**config.mk**
```make
export PLATFORM = sky130hd
export DESIGN_NAME = pio_in_debounce_irq
export DESIGN_NICKNAME = d
export VERILOG_FILES = /design/src/rtl/pio_in_pkg.sv /design/src/rtl/pio_debounce_bit.sv /design/src/rtl/pio_in_debounce_irq.sv
export SDC_FILE = /design/constraint.sdc
export NUM_CORES = 1
export LEC_CHECK = 0
export ABC_AREA = 1
export CAP_MARGIN = 20
export CORE_ASPECT_RATIO = 1.4
export CORE_MARGIN = 10
export CORE_UTILIZATION = 35
export DETAILED_ROUTE_END_ITERATION = 16
export PLACE_DENSITY_LB_ADDON = 0.25
export SLEW_MARGIN = 20
export SYNTH_ARGS = -nofsm -noshare
export SYNTH_HDL_FRONTEND = slang
export SYNTH_SLANG_ARGS = --single-unit
```
**constraint.sdc**
```tcl
create_clock -name clk -period 1.65 [get_ports clk]
set_clock_uncertainty 0.1 [all_clocks]
set_input_delay 0.4125 -clock clk [delete_from_list [all_inputs] [get_ports clk]]
set_output_delay 0.4125 -clock clk [all_outputs]
set_load 0.05 [all_outputs]
```
**src/rtl/pio_in_pkg.sv**
```systemverilog
// Shared constants for the debounced input PIO: register addresses and
// edge-capture mode encodings.
package pio_in_pkg;

  localparam logic [1:0] ADDR_DATA = 2'd0;
  localparam logic [1:0] ADDR_RAW  = 2'd1;
  localparam logic [1:0] ADDR_MASK = 2'd2;
  localparam logic [1:0] ADDR_EDGE = 2'd3;

  typedef enum logic [1:0] {
    EDGE_RISE = 2'd0,
    EDGE_FALL = 2'd1,
    EDGE_ANY  = 2'd2
  } edge_mode_e;

  // True when a debounced change in direction 'rise' counts as an event for 'mode'.
  function automatic logic edge_selected(input int mode, input logic rise);
    logic sel;
    sel = 1'b0;
    if (mode == int'(EDGE_ANY)) begin
      sel = 1'b1;
    end else if (mode == int'(EDGE_RISE)) begin
      sel = rise;
    end else if (mode == int'(EDGE_FALL)) begin
      sel = ~rise;
    end
    return sel;
  endfunction

endpackage

```
**src/rtl/pio_debounce_bit.sv**
```systemverilog
// One input bit: synchroniser chain, stability counter and debounced flop,
// with a pulse (and its direction) on the edge where debounced changes.
module pio_debounce_bit #(
  parameter int SYNC_STAGES     = 2,
  parameter int DEBOUNCE_CYCLES = 50000
) (
  input  logic clk,
  input  logic reset_n,
  input  logic pin,
  output logic synced,
  output logic debounced,
  output logic change,
  output logic rise
);

  logic [SYNC_STAGES-1:0] sync_q;

  always_ff @(posedge clk or negedge reset_n) begin
    if (!reset_n) begin
      sync_q <= '0;
    end else begin
      sync_q <= {sync_q[SYNC_STAGES-2:0], pin};
    end
  end

  assign synced = sync_q[SYNC_STAGES-1];
  // change is asserted in the cycle before debounced flips, so debounced takes synced
  assign rise   = synced;

  generate
    if (DEBOUNCE_CYCLES == 0) begin : g_bypass
      assign change = synced ^ debounced;

      always_ff @(posedge clk or negedge reset_n) begin
        if (!reset_n) begin
          debounced <= 1'b0;
        end else begin
          debounced <= synced;
        end
      end
    end else begin : g_count
      localparam int CNT_W = $clog2(DEBOUNCE_CYCLES + 1);
      localparam logic [CNT_W-1:0] CNT_LAST = CNT_W'(DEBOUNCE_CYCLES - 1);

      logic [CNT_W-1:0] cnt;

      // Fires on the DEBOUNCE_CYCLES-th consecutive edge that synced differs.
      assign change = (synced != debounced) && (cnt == CNT_LAST);

      always_ff @(posedge clk or negedge reset_n) begin
        if (!reset_n) begin
          cnt       <= '0;
          debounced <= 1'b0;
        end else if (synced == debounced) begin
          cnt <= '0;
        end else if (change) begin
          cnt       <= '0;
          debounced <= synced;
        end else begin
          cnt <= cnt + CNT_W'(1);
        end
      end
    end
  endgenerate

endmodule

```
**src/rtl/pio_in_debounce_irq.sv**
```systemverilog
// Avalon-MM input PIO: per-bit debounce, edge capture with W1C clear,
// maskable level interrupt and a registered read mux.
module pio_in_debounce_irq
  import pio_in_pkg::*;
#(
  parameter int WIDTH           = 18,
  parameter int SYNC_STAGES     = 2,
  parameter int DEBOUNCE_CYCLES = 50000,
  parameter int EDGE_MODE       = 2
) (
  input  logic             clk,
  input  logic             reset_n,
  input  logic [1:0]       address,
  input  logic             chipselect,
  input  logic             write,
  input  logic [WIDTH-1:0] writedata,
  input  logic [WIDTH-1:0] in_port,
  output logic [WIDTH-1:0] readdata,
  output logic             irq
);

  logic [WIDTH-1:0] synced_vec;
  logic [WIDTH-1:0] debounced_vec;
  logic [WIDTH-1:0] change_vec;
  logic [WIDTH-1:0] rise_vec;
  logic [WIDTH-1:0] event_vec;
  logic [WIDTH-1:0] clear_vec;
  logic [WIDTH-1:0] irq_mask;
  logic [WIDTH-1:0] edge_capture;
  logic [WIDTH-1:0] rd_mux;
  logic             wr_en;

  for (genvar i = 0; i < WIDTH; i++) begin : g_bit
    pio_debounce_bit #(
      .SYNC_STAGES    (SYNC_STAGES),
      .DEBOUNCE_CYCLES(DEBOUNCE_CYCLES)
    ) u_bit (
      .clk      (clk),
      .reset_n  (reset_n),
      .pin      (in_port[i]),
      .synced   (synced_vec[i]),
      .debounced(debounced_vec[i]),
      .change   (change_vec[i]),
      .rise     (rise_vec[i])
    );
  end

  assign wr_en = chipselect & write;

  always_comb begin
    event_vec = '0;
    for (int i = 0; i < WIDTH; i++) begin
      event_vec[i] = change_vec[i] & edge_selected(EDGE_MODE, rise_vec[i]);
    end
  end

  always_comb begin
    clear_vec = '0;
    if (wr_en && (address == ADDR_EDGE)) begin
      clear_vec = writedata;
    end
  end

  always_ff @(posedge clk or negedge reset_n) begin
    if (!reset_n) begin
      irq_mask <= '0;
    end else if (wr_en && (address == ADDR_MASK)) begin
      irq_mask <= writedata;
    end
  end

  // A new event outranks a same-edge clear of that bit.
  always_ff @(posedge clk or negedge reset_n) begin
    if (!reset_n) begin
      edge_capture <= '0;
    end else begin
      edge_capture <= (edge_capture & ~clear_vec) | event_vec;
    end
  end

  always_comb begin
    rd_mux = '0;
    case (address)
      ADDR_DATA: rd_mux = debounced_vec;
      ADDR_RAW:  rd_mux = synced_vec;
      ADDR_MASK: rd_mux = irq_mask;
      ADDR_EDGE: rd_mux = edge_capture;
      default:   rd_mux = '0;
    endcase
  end

  always_ff @(posedge clk or negedge reset_n) begin
    if (!reset_n) begin
      readdata <= '0;
    end else begin
      readdata <= rd_mux;
    end
  end

  assign irq = |(edge_capture & irq_mask);

endmodule

```
==> impl_metrics.csv <==
group,metric,value,unit
placement,hpwl,35900,um
final_layout,final_cell_mix,"nand2_1 (724), nor2_1 (475), dfrtp_1 (382), inv_1 (293), nand3_1 (163)",
power,p_seq_share,47.5,%
floorplanning,rows,105,
synthesis,syn_inst,2643,
synthesis,synth_adder_area_share,1.10,%
power,p_switching,5450,uW
sta,whs,0.176,ns
synthesis,seq_area_frac_synth,48.2,%
synthesis,synth_seq_cells,396,
synthesis,syn_nets,2703,
sta,maxSlewViolCount,0,
sta,finalCriticalPeriod,2.12,ns
setup_path,path_delay_family,"simple AND/OR/NAND/NOR gates",
synthesis,synth_simple_gate_area_share,35.2,%
setup_path,cp-start-kind,"flop",
synthesis,syn_avg_cell_area,7.78,um^2
final_layout,final_common_cell,"nand2_1",
clock_tree,ctsHtreeMaxLevel,2,
final_layout,regArea,0.00993,mm^2
grt,grt_max_degree,72,
setup_path,cp_slowest_cell,"dfrtp_1",
setup_path,cp_num_buf_inv,1,
final_layout,drive_above_1_share,13.3,%
sta,rsz0062_at_grt,"true",
clock_tree,clkSlewWorstSetupHoldPaths,0.06,ns
power,netSwitchingFraction,24.7,%
status,violations,"setup timing",
detailed_routing,vias,16800,
floorplanning,core,0.0585,mm^2
setup_path,crit_path_end_kind,"output port",
final_layout,fillerInstances,5751,
power,cellLeakagePower,0.0107,uW
placement,gp_congestion,0.872,
grt,antenna_found_initial,0,
floorplanning,die_height,307,um
min_path,hp-class,"primary input to flop",
clock_tree,clock-sinks,396,
final_layout,fin_cells,3584,
setup_path,r2r_slack,0.10,ns
setup_path,crit_chain,"nand2_2 > nand4_1 > nor3_1 > nand2_1 > buf_6",
clock_tree,cts_max_path_buffers,3,
final_layout,syn_to_final_growth,18.0,%
synthesis,synth_top_area_share,48.2,%
setup_path,cp.arrival,1.61,ns
final_layout,fin_nets,2866,
synthesis,synth_top_family_by_area,"simple AND/OR/NAND/NOR gates",
sta,tightest_slew,0.469,ns
floorplanning,die_area,0.0690,mm^2
sta,finalHoldViolCount,0,
sta,slew_headroom,68.6,%
sta,setup_violations,19,
status,status,"finished with violations",
setup_path,cpPeakStageDelay,0.39,ns
detailed_routing,route.detailed.drc,0,
synthesis,ys_types,29,
synthesis,syn_area,0.0206,mm^2
detailed_routing,ant_nets,0,
clock_tree,cts-root-buf,"clkbuf_16",
final_layout,multi_input_area,0.00940,mm^2
floorplanning,die_x,225,um
grt,grt_pass1_vias,16600,
synthesis,synth_warnings,0,
power,p_int,16600,uW
synthesis,netlist_top_cells_area,"dfrtp_1 (48%), nand2_1 (13%), nor2_1 (8.8%), inv_1 (5.3%), nand3_1 (4.0%)",
power,ir_worst_vdd,0.000607,V
synthesis,synthMuxAreaShare,0,%
detailed_routing,drt_iter0_drc,1089,
setup_path,cp_data_required_time,1.14,ns
sta,fin_ws,-0.469,ns
power,combPwrFrac,8.4,%
placement,port_buffers,60,
detailed_routing,first_pass_iters,7,
placement,dp_cells,3494,
clock_tree,cts_tree,"built",
grt,grt_pass1_wl,81900,um
detailed_routing,wl_per_cell,13.6,um
clock_tree,numCtsBuffers,44,
clock_tree,clock_latency,0.57,ns
sta,min_period_over_period,128,%
grt,grt.total_usage,14.3,%
placement,place_area,0.0227,mm^2
final_layout,stdcell_area,0.0243,mm^2
synthesis,synthXorXnorAreaFrac,5.07,%
final_layout,diodes,0,
detailed_routing,avgViaCountPerCell,4.68,
floorplanning,start_util,35.2,%
power,clkPwrFrac,44.1,%
setup_path,path_class,"flop to output port",
final_layout,utilization,41.5,%
power,powerDensity,910,mW/mm^2
sta,timing.fmax,0.472,GHz
grt,globalRoute.totalOverflow,0,
synthesis,synth_compound_area_share,3.96,%
job,cap_violations,0,
setup_path,cp_max_fo,2,
floorplanning,io_pins,61,
synthesis,synth_area_leader_cell,"dfrtp_1",
detailed_routing,routed_wl,48600,um
-- cell families (layout without fill, tap and decap cells) --
logic type / after synthesis / count (layout)
buffers and inverters: 326 / 518
AO/OA/AOI/OAI: 147 / 147
adder cells (fa/ha/maj): 18 / 18
flip-flops: 396 / 396
XOR/XNOR: 119 / 119
AND/OR/NAND/NOR: 1637 / 1637
-- repair_timing --
action,4_1_cts,5_1_grt
hold buffers,1,0
endpoints found under the setup margin,19,92
pin swaps,3,3
setup buffers,4,10
resized for setup,16,23
hold endpoints to repair,390,0
-- cell usage after synthesis --
cell,instances
a21oi_1,13
buf_12,4
buf_2,6
buf_6,4
clkinv_1,1
clkinv_2,1
dfrtp_1,396
ha_1,18
inv_1,293
inv_2,17
nand2_1,727
nand2_2,44
nand2_4,8
nand3_1,163
nand3_2,24
nand3b_1,12
nand4_1,74
nor2_1,483
nor2_2,78
nor2_4,15
nor3_1,1
nor3b_1,6
nor3b_2,2
o2111ai_1,1
o21ai_0,56
o21ai_1,47
o21bai_1,30
xnor2_1,29
xor2_1,90
-- final cells by class --
cell class / instances / share of cell area, %
clock buffer: 62 / 5.36
clock inverter: 13 / 0.490
inverter: 312 / 4.83
multi-input combinational: 1921 / 38.7
sequential: 396 / 40.9
tap: 749 / 3.86
timing repair buffer: 131 / 5.86
-- per-stage QoR --
| stage | total power, uW | setup slack, ns | setup TNS [ns] |
|---|---|---|---|
| 3_5_place_dp | 12400 | -0.233 | -9.57 |
| 4_1_cts | 22400 | -0.531 | -2.01 |
| 2_1_floorplan | 11400 | 0.144 | 0 |
| 3_3_place_gp | 12400 | -0.221 | -9.43 |
| 5_1_grt | 23000 | -0.534 | -1.94 |
| 6_report | 22100 | -0.469 | -1.23 |
-- registers in the layout, summed over array words and instances, names as in the netlist --
name / flops
g_bit.u_bit.g_count.cnt: 288
g_bit.u_bit.sync_q: 36
edge_capture: 18
g_bit.u_bit.debounced: 18
irq_mask: 18
readdata: 18
-- layer usage --
layer  vias to the layer above  track usage (%)  share of wire (%)
li1                       8555                -                  -
met1                      7963             17.7                 44
met2                       192             25.1                 50
met3                        75             2.24                3.3
met4                         0             4.55                2.8
met5                         -                0                  0
-- final timing paths --
check / from / end / depth (start not counted)
max: irq_mask[1] / irq / 5
min: in_port[2] / g_bit[2].u_bit.sync_q[0] / 1
max reg2reg: g_bit[2].u_bit.g_count.cnt[0] / edge_capture[2] / 6
min reg2reg: g_bit[5].u_bit.sync_q[0] / g_bit[5].u_bit.sync_q[1] / 0
max in group asynchronous: reset_n / g_bit[13].u_bit.g_count.cnt[11] / 3
min in group asynchronous: reset_n / irq_mask[9] / 2
-- power by group through the flow --
stage / combinational (uW) / clock (uW) / sequential (uW)
3_5_place_dp: 1780 / 0 / 10700
4_1_cts: 1830 / 10100 / 10500
5_1_grt: 2060 / 10400 / 10500
2_1_floorplan: 688 / 0 / 10700
3_3_place_gp: 1740 / 0 / 10700
6_report: 1850 / 9740 / 10500
Note: power is estimated with default switching activity, not from simulation.
